<file path="config.mk">
export PLATFORM = sky130hd
export DESIGN_NAME = shift_sequencer
export DESIGN_NICKNAME = d
export VERILOG_FILES = /design/src/rtl/shift_pkg.sv /design/src/rtl/barrel_shifter.sv /design/src/rtl/shift_sequencer.sv
export SDC_FILE = /design/constraint.sdc
export NUM_CORES = 1
export LEC_CHECK = 0
export BUFFER_PORTS_ARGS = -buffer_cell sky130_fd_sc_hd__clkbuf_2
export CORE_MARGIN = 3
export CORE_UTILIZATION = 60
export CTS_CLUSTER_SIZE = 28
export DETAILED_ROUTE_END_ITERATION = 7
export PLACE_DENSITY = 0.81
export SLEW_MARGIN = 10
export SYNTH_ARGS = -nofsm -noshare
export SYNTH_HDL_FRONTEND = slang
export SYNTH_HIERARCHICAL = 1
export SYNTH_SLANG_ARGS = --single-unit
</file>
<file path="constraint.sdc">
create_clock -name clk -period 5.7 [get_ports clk]
set_input_delay 0.285 -clock clk [delete_from_list [all_inputs] [get_ports clk]]
set_output_delay 0.285 -clock clk [all_outputs]
set_load 0.05 [all_outputs]
</file>
<file path="src/rtl/shift_pkg.sv">
// rtl/shift_pkg.sv - shared types for the shift sequencer and barrel shifter
package shift_pkg;

    typedef enum logic [1:0] {
        LSL = 2'b00,
        LSR = 2'b01,
        ROL = 2'b10,
        ROR = 2'b11
    } shift_type_e;

    typedef enum logic [1:0] {
        IDLE = 2'b00,
        RUN  = 2'b01,
        DONE = 2'b10
    } seq_state_e;

endpackage

</file>
<file path="src/rtl/barrel_shifter.sv">
// rtl/barrel_shifter.sv - combinational single-step shifter, amount 0..WIDTH-1
module barrel_shifter
    import shift_pkg::*;
#(
    parameter int WIDTH = 8
) (
    input  logic [WIDTH-1:0]         i_data,
    input  logic [$clog2(WIDTH)-1:0] i_amt,
    input  shift_type_e              i_type,
    output logic [WIDTH-1:0]         o_data
);

    // A zero amount makes the complementary shift WIDTH, which yields zero.
    always_comb begin
        o_data = i_data;
        case (i_type)
            LSL:     o_data = i_data << i_amt;
            LSR:     o_data = i_data >> i_amt;
            ROL:     o_data = (i_data << i_amt) | (i_data >> (WIDTH - 32'(i_amt)));
            ROR:     o_data = (i_data >> i_amt) | (i_data << (WIDTH - 32'(i_amt)));
            default: o_data = i_data;
        endcase
    end

endmodule

</file>
<file path="src/rtl/shift_sequencer.sv">
// rtl/shift_sequencer.sv - multi-cycle shift front-end; SHIFT_SEQ_FASTPATH_EN shortens latency
module shift_sequencer
    import shift_pkg::*;
#(
    parameter int WIDTH = 8,
    parameter int AMT_W = 6
) (
    input  logic             clk,
    input  logic             rst_n,
    input  logic             in_valid,
    output logic             in_ready,
    input  logic [WIDTH-1:0] in_data,
    input  logic [AMT_W-1:0] in_amt,
    input  logic [1:0]       in_type,
    output logic             out_valid,
    input  logic             out_ready,
    output logic [WIDTH-1:0] out_data,
    output logic             busy
);

    localparam int SW = $clog2(WIDTH);

    seq_state_e       r_state;
    logic [WIDTH-1:0] r_acc;
    logic [AMT_W-1:0] r_rem;
    shift_type_e      r_typ;

    seq_state_e       w_state_nxt;
    logic [WIDTH-1:0] w_acc_nxt;
    logic [AMT_W-1:0] w_rem_nxt;
    shift_type_e      w_typ_nxt;
    shift_type_e      w_in_type;
    logic [SW-1:0]    w_step;
    logic [AMT_W-1:0] w_rem_after;
    logic [WIDTH-1:0] w_shifted;
    logic [WIDTH-1:0] w_load_acc;
    logic [AMT_W-1:0] w_load_rem;

    assign w_in_type   = shift_type_e'(in_type);
    assign w_step      = (32'(r_rem) > WIDTH - 1) ? SW'(WIDTH - 1) : r_rem[SW-1:0];
    assign w_rem_after = r_rem - AMT_W'(w_step);

    barrel_shifter #(.WIDTH(WIDTH)) u_barrel_shifter (
        .i_data (r_acc),
        .i_amt  (w_step),
        .i_type (r_typ),
        .o_data (w_shifted)
    );

`ifdef SHIFT_SEQ_FASTPATH_EN
    // Rotates reduce modulo WIDTH; over-long logical shifts resolve to zero at once.
    always_comb begin
        w_load_acc = in_data;
        w_load_rem = in_amt;
        if (w_in_type == ROL || w_in_type == ROR) begin
            w_load_rem = AMT_W'(in_amt[SW-1:0]);
        end else if (32'(in_amt) >= WIDTH) begin
            w_load_acc = '0;
            w_load_rem = '0;
        end
    end
`else
    assign w_load_acc = in_data;
    assign w_load_rem = in_amt;
`endif

    always_comb begin
        w_state_nxt = r_state;
        w_acc_nxt   = r_acc;
        w_rem_nxt   = r_rem;
        w_typ_nxt   = r_typ;
        in_ready    = 1'b0;
        out_valid   = 1'b0;
        case (r_state)
            IDLE: begin
                in_ready = 1'b1;
                if (in_valid) begin
                    w_acc_nxt   = w_load_acc;
                    w_rem_nxt   = w_load_rem;
                    w_typ_nxt   = w_in_type;
                    w_state_nxt = (w_load_rem != '0) ? RUN : DONE;
                end
            end
            RUN: begin
                w_acc_nxt = w_shifted;
                w_rem_nxt = w_rem_after;
                if (w_rem_after == '0) begin
                    w_state_nxt = DONE;
                end
            end
            DONE: begin
                out_valid = 1'b1;
                if (out_ready) begin
                    w_state_nxt = IDLE;
                end
            end
            default: w_state_nxt = IDLE;
        endcase
    end

    always_ff @(posedge clk) begin
        if (!rst_n) begin
            r_state <= IDLE;
            r_acc   <= '0;
            r_rem   <= '0;
            r_typ   <= LSL;
        end else begin
            r_state <= w_state_nxt;
            r_acc   <= w_acc_nxt;
            r_rem   <= w_rem_nxt;
            r_typ   <= w_typ_nxt;
        end
    end

    assign out_data = r_acc;
    assign busy     = (r_state != IDLE);

endmodule

</file>
Word level (Yosys, flattened, before mapping)
Cells that the tools add are included.

Bits in registers: 18. Bits of input ports: 20. Output and inout bits: 11. Logic and storage cells: 43.

Add/subtract/negate cells: 2. $lt $le $gt $ge: 1. Equal/unequal tests: 8. Shift-type cells: 4. Muxes and demuxes: 13. Bitwise gates (word level): 2. Reductions and logical operators: 9.

Operators by type and width (number): $pmux 8 s4 (1); $shl 8x32->8 (1); $shr 8x32->8 (1); $or 8x8->8 (2); $pmux 8 s2 (1); $pmux 6 s2 (1); $mux 2 (4); $mux 8 (1); $shl 8x3->8 (1); $shr 8x3->8 (1); $eq 2x2->1 const B (3); $gt 6x3->1 const B (1); $logic_not 6->1 (1); $mux 6 (1); $ne 2x2->1 const B (3); $pmux 2 s3 (1); $reduce_bool 6->1 (1); $sub 6x3->6 (1); $sub 4x3->5 const A (1); $eq 2x1->1 const B (2); $logic_not 2->1 (2); $reduce_and 2->1 (2); $reduce_bool 2->1 (2); $mux 3 (1); other kinds (2) (3).

Depth between registers and ports, before layout
Depth in word-level cells: 7. Gate-level depth with buffers: 13. Gate-level depth less buffers: 11.

Cells and area by module
Netlist, hierarchy kept.

By module, submodules not included: barrel_shifter (instances 1, cells an instance 152, area each 1139.8 sq um, seq. area each 0.0 sq um); shift_sequencer (instances 1, cells an instance 129, area each 979.7 sq um, seq. area each 360.3 sq um).

Worst setup path after synthesis
OpenSTA, ideal clock, no wires.

Path kind: reg-to-reg. Start: register r_rem[3]. End: register r_acc[4], in the netlist out_data[4]. Arrival time: 2.701 ns. Required time: 5.570 ns. Slack: 2.869 ns. Cell stages (with the launch flop): 13. Path buffers: 2. Path through: dfxtp_1 -> nor3_2 -> or2b_1 -> buf_2 -> inv_1 -> ha_1 -> clkbuf_1 -> xnor2_1 -> o21ai_0 -> a32o_1 -> or4_1 -> nand2_1 -> a311oi_1.

Longest elaborated chain between the ends: 7. Elaborated cells between the ends (all ways): 11. Those cells by class: 1 x add/sub; 1 x order compare; 4 x shift; 3 x mux; 2 x bitwise.

Ends and longest elaborated chain: from (decl) (RTL line shift_sequencer.sv:25) `logic [AMT_W-1:0] r_rem;`; from (signal assigned) (RTL line shift_sequencer.sv:110) `r_rem <= w_rem_nxt;`; $gt 6x3->1 * (RTL line shift_sequencer.sv:40) `assign w_step = (32'(r_rem) > WIDTH - 1) ? SW'(WIDTH - 1) : r_rem[SW-1:0];`; $mux 3 * (RTL line shift_sequencer.sv:40); via w_step[1] (RTL line shift_sequencer.sv:33) `logic [SW-1:0] w_step;`; $sub 4x3->5 (RTL line barrel_shifter.sv:19, barrel_shifter.sv:20); $shl 8x32->8 or $shr 8x32->8 (tied branches) (RTL line barrel_shifter.sv:20, barrel_shifter.sv:19); $or 8x8->8 (on tied branches) (RTL line barrel_shifter.sv:20, barrel_shifter.sv:19); $pmux 8 s4 * (RTL line barrel_shifter.sv:16) `case (i_type)`; via w_shifted[4] (RTL line shift_sequencer.sv:35) `logic [WIDTH-1:0] w_shifted;`; $pmux 8 s2 * (RTL line shift_sequencer.sv:74) `case (r_state)`; to (signal assigned) (RTL line shift_sequencer.sv:109) `r_acc <= w_acc_nxt;`; to (decl) (RTL line shift_sequencer.sv:24) `logic [WIDTH-1:0] r_acc;`.

The timed path passes the listed nets; every way through them passes the cells marked *. A chain may end at the register's enable or synchronous reset.

Worst setup path in the final report
Same ends and word-level chain as after synthesis.

==> metrics.md <==
| Metric | Value |
|---|---|
| Min-delay worst type | `primary input to flop` |
| Sw power | `0.577 mW` |
| GRT Total Usage | `27.6%` |
| Combinational Power Share | `72.6%` |
| Ranking of synthesized cells by area | `dfxtp_1 (17%), nand2_1 (7.6%), mux2i_1 (7.6%), mux4_2 (7.4%), nor2_1 (4.6%)` |
| Clock Latency Late Sink | `~0.30 ns` |
| Buf/Inv on CP | `1` |
| Most frequent cells in the layout | `nand2_1 (43), clkbuf_2 (30), nor2_1 (26)` |
| Placed cells | `334` |
| ANT cells | `0` |
| Via count | `around 2.3k` |
| Die Wd | `65.4 µm` |
| Sequential area share after synthesis | `approximately 17%` |
| Post CTS Setup Buffer Count | `0` |
| Req. time, crit path | `between 5 and 6 ns` |
| Drt total wl | `about 5800 µm` |
| Layout area overhead | `7.08%` |
| Layout Cells excl Fill | `approximately 340` |
| Worst r2r src | `r_rem[3]` |
| Synth cell types | `57` |
| Syn nets | `roughly 300` |
| CTS tree | `done` |
| Final Wtd Congestion | `between 0.9 and 1` |
| Top cell type by total area after synthesis | `dfxtp_1` |
| Dominant synthesized flop cell | `dfxtp_1` |
| RSZ-0062 raised after global routing | `no` |
| Vias in the first global route | `1878` |
| Synth async-reset ratio | `0%` |
| CP Class | `flop to flop` |
| Number of flops mapped to enable cells by yosys | `0` |
| Total core area | `around 3200 µm²` |
| DRC | `0` |
| Yosys Warn Count | `6` |
| Port bufs | `30` |
| Worst Hold Depth | `3` |
| Antenna-violating nets left | `0` |
| Least-Margin Pin Slew | `~1 ns` |
| Final Cycle Share | `67.8%` |
| Final Setup Violations | `0` |
| Clock share of power | `7.5%` |
| Share of layout cells above drive strength 1 | `a little over a fifth` |
| Skew final | `0.0139 ns` |
| CP endpoint kind | `flop` |
| Rows | `20` |
| Starting Density | `about two thirds` |
| Slew HR | `between 30% and 40%` |
| Max frequency | `approximately 0.26 GHz` |
| Cell-internal power | `slightly above 0.5 mW` |
| Proportion of power drawn by flip-flops and latches | `approximately a fifth` |
| Mean area per synthesized cell | `7.54 µm²` |
| Worst Path Arrival | `about 4 ns` |
| Clock buffer count from CTS | `3` |
| Leading cell type in the layout, fill and taps excluded | `nand2_1` |
| Global route total overflow | `0` |
| Post-synthesis cell area | `~2100 µm²` |
| Worst reg2reg setup slack | `between 1.5 and 2 ns` |
| R2R cell count | `10` |
| Area fraction in compound gates after synthesis | `29.0%` |
| Crit path from | `r_rem[3]` |
| Nets | `roughly 320` |
| Initial antenna violation count | `0` |
| Largest net degree at the start of global routing | `37` |
| Num ports | `31` |
| Adder-cell share of the synthesized area | `under 10%` |
| Synth top area share | `between 15 and 20%` |
| Largest stage delay, worst path | `between 0.8 and 0.9 ns` |
| WL/cell | `~17 µm` |
| Mux cell area share after synthesis | `between 10% and 20%` |
| H-tree levels | `1` |
| CTS sink cnt | `18` |
| Die footprint | `between 4000 and 5000 µm²` |
| Final Max Slew Viols | `0` |
| Root Buffer Master | `clkbuf_4` |
| Status | `complete, no violations` |
| Post-synthesis simple-gate area fraction | `between 20% and 30%` |
| CP Depth | `10` |
| #FFs+latches synth | `18` |
| First-pass GRT wire length | `around 9300 µm` |
| Via-per-instance ratio | `around 6.7` |
| Worst-path cell with the longest stage delay | `ha_1` |
| Clock-pin slew on the worst setup and hold paths | `roughly 0.11 ns` |
| Final hold violations | `0` |
| Switching portion of total power | `a little over half` |
| Critical Path Source Type | `flop` |
| Drt first-iter violations | `~220` |
| Max IR drop VDD | `roughly 0.33 mV` |
| CP top delay family | `simple AND/OR/NAND/NOR gates` |
| CP Max Fanout | `22` |
| CTS Hold Bufs | `0` |
| CTS max path bufs | `2` |
| Synth Area in XOR/XNOR | `between 1 and 1.5%` |
| Largest family of logic cells by synthesized area | `compound AO/OA/AOI/OAI gates` |
| Drt first pass iters | `6` |
| Cell count after synthesis | `281` |
| HPWL Detailed | `approximately 4200 µm` |
| # resized after CTS | `0` |
| Crit path time final | `between 3 and 4 ns` |
| Lkg Pwr | `around 0.91 nW` |
| Die height | `around 65 µm` |
| Max Cap Viol | `0` |
| Power per Cell Area | `around 480 nW/µm²` |
| Setup_tns | `0 ns` |
| Cell Chain, Critical Path | `nor3_2 > or2b_1 > inv_1 > ha_1 > mux2_2 > mux2i_1 > nor2b_1 > or4_1 > nand2_1 > a311oi_1` |
| Hold Crit Start | `in_type[0]` |
power by group through the flow:
| stage | clock network [mW] | logic [mW] | registers (mW) |
|---|---|---|---|
| finish | 0.0809 | 0.784 | 0.215 |
| global route | 0.0855 | 0.849 | 0.220 |
| CTS | 0.0814 | 0.767 | 0.213 |
| detailed placement | 0 | 0.764 | 0.217 |
| global placement | 0 | 0.755 | 0.216 |
| floorplan | 0 | 0.628 | 0.224 |
cell usage after synthesis, types with 4 or more instances:
cell	instances
nand2_1	43
mux4_2	7
nor2b_1	7
o21ai_0	11
clkbuf_1	9
dfxtp_1	18
inv_1	8
buf_2	13
nor3_1	4
a21boi_0	4
nor2_1	26
mux2i_1	16
mux2_2	7
a311oi_1	9
a21oi_1	19
nand3_1	5
nand2b_1	6
o211ai_1	6
o221ai_1	4
logic make-up after synthesis:
kind of cell / count (synthesis)
simple gates: 110
compound gates: 84
buf+inv: 33
mux: 31
flops: 18
xor+xnor: 3
fa+ha+maj: 2
sequential cells by signal, indices dropped and copies added, names as in the netlist:
register  count
r_rem         6
r_typ         2
r_state       2
out_data      8
path summary, 6_finish.rpt:
kind	endpoint
worst max register to register	out_data[4]
worst min register to register	r_rem[0]
worst max-delay path	out_data[4]
worst min-delay path	r_typ[0]
layout make-up:
cell class | instances | area, µm²
fill | 270 | 933
inverter | 9 | 33.8
multi-input combinational | 230 | 1610
sequential | 18 | 360
timing repair buffer | 33 | 173
tap | 44 | 55.1
clock buffer | 4 | 36.3
stage by stage:
stage / hold WS (ns) / total power, mW / worst slack (ns) / instance area (µm²) / util, %
after floorplan: 0.423 / 0.852 / 2.87 / 2120 / -
after global placement: 0.480 / 0.972 / 2.07 / 2230 / 69.7
after detailed placement: 0.488 / 0.981 / 1.95 / 2230 / 69.7
after CTS: 0.199 / 1.06 / 1.91 / 2270 / 70.9
after global routing: 0.210 / 1.16 / 1.61 / 2270 / 70.9
final: 0.201 / 1.08 / 1.83 / 2270 / 70.9
worst reg2reg max path: cells and delay by family, from the launching register on:
kind / cells / cell delay, ns
AOI/OAI and AO/OA: 1 / 0.08
adders and majority gates: 1 / 0.82
buffers and inverters: 1 / 0.27
DFF: 1 / 0.48
muxes: 2 / 0.62
and+or+nand+nor: 5 / 1.45
layer usage:
| metal | global-route usage, % | up-vias | part of all wire, % | wire length, µm |
|---|---|---|---|---|
| met2 | 40.2 | 126 | 42 | 2410 |
| met3 | 4.62 | 8 | 10 | 580 |
| li1 | - | 1072 | - | - |
| met5 | 0 | - | 0 | 0 |
| met4 | 4.92 | 0 | 1.2 | 68 |
| met1 | 42.7 | 1053 | 47 | 2690 |
Note: power is estimated with default switching activity, not from simulation.
